--- src/rtl/intr_arb.sv ---
// intr_arb: PDP-11 bus-request arbiter.
// Picks the highest eligible BR level among the device requests, presents a
// single request plus vector to the CPU and returns the CPU acknowledge to the
// winning device as a one-cycle one-hot pulse.
module intr_arb #(
  parameter int                   NUM_SRC   = 8,
  parameter logic [3*NUM_SRC-1:0] SRC_LEVEL = 24'o44445446
) (
  input  logic                   clk,
  input  logic                   reset,
  input  logic [NUM_SRC-1:0]     irq_in,
  input  logic [8*NUM_SRC-1:0]   vec_in,
  input  logic [2:0]             cpu_ipl,
  input  logic                   interrupt_ack,
  output logic                   interrupt,
  output logic [7:0]             vector,
  output logic [2:0]             int_level,
  output logic [NUM_SRC-1:0]     ack_out
);

  localparam int IDX_W = (NUM_SRC > 1) ? $clog2(NUM_SRC) : 1;

  typedef enum logic [1:0] {
    S_IDLE = 2'd0,
    S_REQ  = 2'd1,
    S_ACK  = 2'd2,
    S_WAIT = 2'd3
  } state_t;

  state_t           r_state;
  logic [IDX_W-1:0] r_win_idx;
  logic [7:0]       r_vector;
  logic [2:0]       r_level;

  state_t           w_state_next;
  logic [IDX_W-1:0] w_win_idx_next;
  logic [7:0]       w_vector_next;
  logic [2:0]       w_level_next;

  logic [NUM_SRC-1:0] w_elig;
  logic [2:0]         w_lvl [NUM_SRC];

  logic               w_any;
  logic [IDX_W-1:0]   w_best_idx;
  logic [2:0]         w_best_lvl;
  logic [7:0]         w_best_vec;

  // Per-source level and eligibility. Level 0 can never beat any IPL, but it
  // is excluded explicitly so the intent is obvious.
  for (genvar gi = 0; gi < NUM_SRC; gi++) begin : g_src
    assign w_lvl[gi]  = SRC_LEVEL[3*gi +: 3];
    assign w_elig[gi] = irq_in[gi] && (w_lvl[gi] != 3'd0) && (w_lvl[gi] > cpu_ipl);
  end

  // Combinational arbitration: highest level wins; scanning upward and only
  // replacing on a strictly higher level keeps ties on the lowest index.
  always_comb begin
    w_any      = 1'b0;
    w_best_idx = '0;
    w_best_lvl = 3'd0;
    w_best_vec = 8'd0;
    for (int i = 0; i < NUM_SRC; i++) begin
      if (w_elig[i] && (!w_any || (w_lvl[i] > w_best_lvl))) begin
        w_any      = 1'b1;
        w_best_idx = IDX_W'(i);
        w_best_lvl = w_lvl[i];
        w_best_vec = vec_in[8*i +: 8];
      end
    end
  end

  // Next-state and output decode. The winner registers only move when a new
  // arbitration result is accepted (IDLE, or REQ without an acknowledge).
  always_comb begin
    w_state_next   = r_state;
    w_win_idx_next = r_win_idx;
    w_vector_next  = r_vector;
    w_level_next   = r_level;
    interrupt      = 1'b0;
    ack_out        = '0;

    case (r_state)
      S_IDLE: begin
        if (w_any) begin
          w_state_next   = S_REQ;
          w_win_idx_next = w_best_idx;
          w_vector_next  = w_best_vec;
          w_level_next   = w_best_lvl;
        end
      end

      S_REQ: begin
        interrupt = 1'b1;
        if (interrupt_ack) begin
          // Acknowledge beats any simultaneous winner change.
          w_state_next = S_ACK;
        end else if (w_any) begin
          w_win_idx_next = w_best_idx;
          w_vector_next  = w_best_vec;
          w_level_next   = w_best_lvl;
        end else begin
          w_state_next = S_IDLE;
        end
      end

      S_ACK: begin
        for (int i = 0; i < NUM_SRC; i++) begin
          if (r_win_idx == IDX_W'(i)) begin
            ack_out[i] = 1'b1;
          end
        end
        w_state_next = S_WAIT;
      end

      S_WAIT: begin
        // Holdoff cycle giving the device time to drop its request.
        w_state_next = S_IDLE;
      end

      default: begin
        w_state_next = S_IDLE;
      end
    endcase
  end

  // State and latched-winner registers with synchronous reset.
  always_ff @(posedge clk) begin
    if (reset) begin
      r_state   <= S_IDLE;
      r_win_idx <= '0;
      r_vector  <= 8'd0;
      r_level   <= 3'd0;
    end else begin
      r_state   <= w_state_next;
      r_win_idx <= w_win_idx_next;
      r_vector  <= w_vector_next;
      r_level   <= w_level_next;
    end
  end

  assign vector    = r_vector;
  assign int_level = r_level;

endmodule

--- config.mk ---
export PLATFORM = sky130hd
export DESIGN_NAME = intr_arb
export DESIGN_NICKNAME = d
export VERILOG_FILES = /design/src/rtl/intr_arb.sv
export SDC_FILE = /design/constraint.sdc
export NUM_CORES = 1
export LEC_CHECK = 0
export ABC_CLOCK_PERIOD_IN_PS = 2400
export CAP_MARGIN = 30
export CORE_ASPECT_RATIO = 1.25
export CORE_MARGIN = 3
export CORE_UTILIZATION = 37
export DETAILED_ROUTE_END_ITERATION = 10
export GPL_TIMING_DRIVEN = 0
export HOLD_SLACK_MARGIN = 0.15
export PLACE_DENSITY_LB_ADDON = 0.15
export SYNTH_ARGS = -nofsm -noshare
export SYNTH_HDL_FRONTEND = slang
export SYNTH_SLANG_ARGS = --single-unit
--- constraint.sdc ---
create_clock -name clk -period 2.4 [get_ports clk]
set_input_delay 0.36 -clock clk [delete_from_list [all_inputs] [get_ports clk]]
set_output_delay 0.36 -clock clk [all_outputs]
set_load 0.005 [all_outputs]
Word level (Yosys, flattened, before mapping)

Cells that the tools add are included.

Bits in registers: 16
Bits of input ports: 78
Output and inout bits: 20
Word-level logic and storage cells: 115

Order comparisons: 10
Eq/ne operators: 13
Multiplexer cells: 54
Reduce and logical (&&, ||, !) cells: 34

Operator list:

| operator                                                         | count |
|---|---|
| 8-bit 2-to-1 mux                                                 | 11 |
| 3-bit 2-to-1 mux                                                 | 16 |
| 3-bit > comparator (first input constant)                        | 10 |
| 1-bit 2-to-1 mux                                                 | 18 |
| 8-bit case mux with 2 select lines                               | 1 |
| 1-bit logical AND                                                | 15 |
| 3-bit == test (second input constant)                            | 4 |
| 3-bit case mux with 2 select lines                               | 2 |
| 2-bit 2-to-1 mux                                                 | 5 |
| 2-bit case mux with 4 select lines                               | 1 |
| 1-bit logical NOT                                                | 7 |
| 1-bit logical OR                                                 | 7 |
| 3-bit by 2-bit == test with 1-bit output (second input constant) | 2 |
| 2-bit == test (second input constant)                            | 2 |
| 2-bit != test (second input constant)                            | 2 |
| 2-bit AND reduction                                              | 2 |
| 3-bit by 1-bit == test with 1-bit output (second input constant) | 1 |
| 3-bit logical NOT                                                | 1 |
| 3-bit != test (second input constant)                            | 1 |
| 2-bit by 1-bit == test with 1-bit output (second input constant) | 1 |
| 2-bit logical NOT                                                | 1 |
| 2-bit nonzero test                                               | 1 |

Longest topological paths before layout

Depth after elaboration: 34
Gate-level depth with buffers: 7
Mapped depth without buffers: 5

Worst setup path after synthesis

No wires, ideal clock.

Path kind: input-to-reg
Start point: in irq_in[0]
End point: reg r_vector[0] (netlist: vector[0])
Library setup time: 0.117 ns
Arrival: 1.745 ns
Required time: 2.283 ns
Slack: 0.538 ns
Cell stages on the path: 7
Path buffers: 2
Cell sequence: buf_4 a21boi_4 o21bai_4 and3b_1 buf_6 a2111o_1 a32o_1

Longest elaborated chain between the ends: 33
Elaborated cells on any way between the ends: 55
Those cells by class: order compare: 7; mux: 26; reduce/logical: 22

RTL lines:

| what                                                    | line   | text |
|---|---|---|
| from (decl)                                             | 11     | `input logic [NUM_SRC-1:0] irq_in,` |
| 1-bit logical AND *                                     | 52     | `assign w_elig[gi] = irq_in[gi] && (w_lvl[gi] != 3'd0) && (w_lvl[gi] > cpu_ipl);` |
| 3-bit 2-to-1 mux or 1-bit 2-to-1 mux (tied branches)    | 63     | `if (w_elig[i] && (!w_any \|\| (w_lvl[i] > w_best_lvl))) begin` |
| 3-bit > comparator or 1-bit logical NOT (tied branches) | 63     |  |
| 1-bit logical OR                                        | 63     |  |
| 1-bit logical AND                                       | 63     |  |
| 3-bit 2-to-1 mux or 1-bit 2-to-1 mux (tied branches)    | 63     |  |
| 3-bit > comparator or 1-bit logical NOT (tied branches) | 63     |  |
| 1-bit logical OR                                        | 63     |  |
| [17 not listed]                                         | n/a    |  |
| 3-bit 2-to-1 mux or 1-bit 2-to-1 mux (tied branches)    | 63     |  |
| 3-bit > comparator or 1-bit logical NOT (tied branches) | 63     |  |
| 1-bit logical OR                                        | 63     |  |
| 1-bit logical AND                                       | 63     |  |
| 8-bit 2-to-1 mux or 1-bit 2-to-1 mux (tied branches)    | 63     |  |
| 8-bit 2-to-1 mux *                                      | 84, 97 |  |
| 8-bit 2-to-1 mux                                        | 94     | `if (interrupt_ack) begin` |
| 8-bit case mux with 2 select lines *                    | 82     | `case (r_state)` |
| to (signal assigned)                                    | 136    | `r_vector <= w_vector_next;` |
| to (decl)                                               | 32     | `logic [7:0] r_vector;` |

Every way passes the cells marked *; elsewhere a longest branch is shown, timed or not. The select of a mux whose other input is x is not followed.
A chain may end at the register's enable or synchronous reset.

==> results.md <==
* Status: finished, final reports clean
* RSZ-0062 raised after global routing: false
* CP delay by family, top: buffers and inverters
* Setup Skew at 0.814 ps
* Routed Wire Length at 5340 um
* VDD IR-drop max at 0.170 mV
* Worst Hold Depth at 2
* Worst-margin pin slew at 512 ps
* R2R cell count at 6
* Number of synthesis warnings at 0
* Nets at 386
* Met3 usage at 2.32%
* Fin. Hold Viols at 0
* Met2 global-route usage at 42.6%
* First DRT Iteration DRCs at 117
* Wire per inst at 14.8 um
* Met1 usage at 23.0%
* Top FF cell, synth: dfxtp_1
* H-tree Lvls at 1
* CP Capture Type: output pin
* Clk sinks at 16
* Root buf cell: clkbuf_8
* CP Max Fanout at 9
* P_leak at 0.941 nW
* Fill count at 372
* Layout cells sized above 1 at 6.84%
* Synth Net Count at 285
* CP startpoint kind: flip-flop
* Slowest Stage Delay on Critical Path at 560 ps
* Global-route wire length before repair at 8570 um
* Clock transition at path regs at 60 ps
* Worst path bufs/invs at 2
* CTS Buf Count at 3
* Ports at 98
* Synthesis-to-finish area growth at 71.9%
* Slowest library cell on the worst path: clkdlybuf4s50_1
* Unique cell type count in the Yosys netlist at 45
* Post-synth EDFFs at 0
* Post-route clock period utilization at 93.3%
* Total GRT Usage at 21.6%
* Gr busiest metal: met2
* Tightest Hold Check Type: reg2reg
* CP arrival at 1880 ps
* Crit path depth at 4
* Max_slew headroom at 65.6%
* # port buffers at 96
* Initial antenna violation count at 0
* Mapped Cells at 207
* Die area at 4900 sq um
* Pwr per Cell Area at 368 nW/um^2
* Mapped Area at 1520 sq um
* Slew Limit Fails at 0
* Hold Worst Slack at 466 ps
* CP cell instances: clkbuf_1 > nand2_1 > nor4b_1 > clkdlybuf4s50_1
* Largest net degree at the start of global routing at 11
* Max-cap violations at 0
* FMAX at 447 MHz
* TritonRoute pass-1 iters at 4
* Crit path kind: reg2out
* Seq/Total Area, Yosys at 21.1%
* CORE AREA at 3850 sq um
* Clock latency on the worst-skew pair at 250 ps
* Final setup vio count at 0
* DP Area at 2540 sq um
* Grt total ovfl at 0
* Syn Area/Cell at 7.32 sq um
* Post-route ant nets at 0
* Fin area at 2610 sq um
* Detailed-route DRC error count at 0
* Minimum clock period at 2240 ps
* Worst Path Required at 2040 ps
* Final HPWL DP at 4490 um
* CTS tree: done
* Final Wtd Congestion at 0.839
* Initial Util at 39.4%
* Die width at 63.2 um
* Number of global-route vias before repair at 1953
* Die H at 77.5 um
* Vias/cell at 5.47
* CTS max path bufs at 2
* Synth Register Bits at 16
* Ys async rst share at 0%
* ANT cells at 0
* FP Rows at 25
* DR vias at 1973
cell families (layout without fill, tap and decap cells):
kind of cell           Yosys count  in the layout  share of synthesized area (%)
AO/OA/AOI/OAI                   67             67                           36.4
buffers and inverters           17            117                           6.19
flip-flops                      16             16                           21.1
multiplexers                     3              3                           2.06
AND/OR/NAND/NOR                104            104                           34.2
metal layers:
| metal | up-vias | part of all wire (%) |
|---|---|---|
| met1 | 902 | 38 |
| met2 | 71 | 55 |
| met4 | 0 | 1.7 |
| met5 | - | 0 |
| li1 | 991 | - |
| met3 | 9 | 5.2 |
layout make-up:
class                   count  area, sq um  share of cell area, %
repair buffers             96          961                   36.9
flip-flops and latches     16          320                   12.3
multi-input cells         174         1110                   42.5
plain buffers              14         82.6                   3.17
clock buffers               4         55.1                   2.11
well taps                  54         67.6                   2.59
inverters                   3         11.3                  0.432
cells in the mapped netlist (3+ instances only):
library cell,instances,area [sq um]
dfxtp_1,16,320
inv_1,3,11.3
clkbuf_1,7,26.3
a211o_1,12,105
o2111ai_1,3,26.3
buf_2,3,15.0
nor3_1,9,45.0
nand2_1,34,128
o21ai_0,11,55.1
a32o_1,4,40.0
a311oi_1,5,43.8
o211ai_1,3,22.5
nor2_1,26,97.6
nor3b_1,3,22.5
a32oi_1,4,35.0
a222oi_1,3,30.0
a211oi_1,5,37.5
buf_6,3,33.8
nor4_1,3,18.8
nand2b_1,9,56.3
a21oi_1,5,25.0
nor2b_1,4,25.0
repair_timing:
| item | in CTS | in global routing |
|---|---|---|
| hold buffers | 0 | 0 |
| endpoints found under the hold margin | 0 | 0 |
| endpoints found under the setup margin | 0 | 2 |
| resized for setup | 0 | 1 |
| setup buffers | 0 | 0 |
placed cells by master, fill, tap and decap left out, drive strengths merged, types with 3 or more instances in the layout:
cell type      Yosys  layout
a32o               4       4
a222oi             3       3
clkbuf             7      11
a21oi              5       5
a211o             12      12
clkdlybuf4s50      0      96
o22ai              3       3
nand2b             9       9
nor3b              3       3
nor2              28      28
a32oi              4       4
nor4               3       3
o2111ai            3       3
o21ai             11      11
nor3              10      10
dfxtp             16      16
a311oi             5       5
inv                3       3
buf                7       7
nor2b              4       4
o211ai             3       3
nand2             34      34
a211oi             5       5
worst register-to-register path, stage by stage (launching register included):
cell      delay [ps]
dfxtp_1          300
clkbuf_1         200
a21oi_1          360
o41a_1           330
buf_2            270
mux2i_1          220
nor2_1            50
state kept, by name, indices dropped and copies added (netlist names), named ones only:
register and cells:
int_level 3, vector 8, r_state 1, r_win_idx 3
path summary, 6_finish.rpt:
check | start | endpoint | slack, ps
worst min register to register | int_level[2] | int_level[2] | 470
worst max register to register | flip-flop | int_level[0] | 560
worst min-delay path | int_level[2] | int_level[2] | 470
worst max-delay path | flip-flop | ack_out[6] | 160
stage by stage:
step / std cells / setup TNS (ps) / power [W] / util (%) / setup slack [ps]
detailed placement: 357 / -452 / 0.000718 / 66.1 / -81.4
floorplan: 207 / 0 / 0.000496 / - / 538
finish: 361 / 0 / 0.000958 / 67.7 / 161
global placement: 357 / -337 / 0.000713 / 66.1 / -60.7
global route: 361 / 0 / 0.00101 / 67.7 / 15.6
CTS: 361 / 0 / 0.000958 / 67.5 / 149
power by group:
part,internal (W),switching [W],leakage [nW],total (W)
Sequential,0.000294,0.0000215,0.132,0.000316
Clock,0.000146,0.0000951,0.0288,0.000241
Combinational,0.000238,0.000163,0.780,0.000401
Total,0.000678,0.000279,0.941,0.000958
No activity file was read; power rests on OpenSTA's default activity.
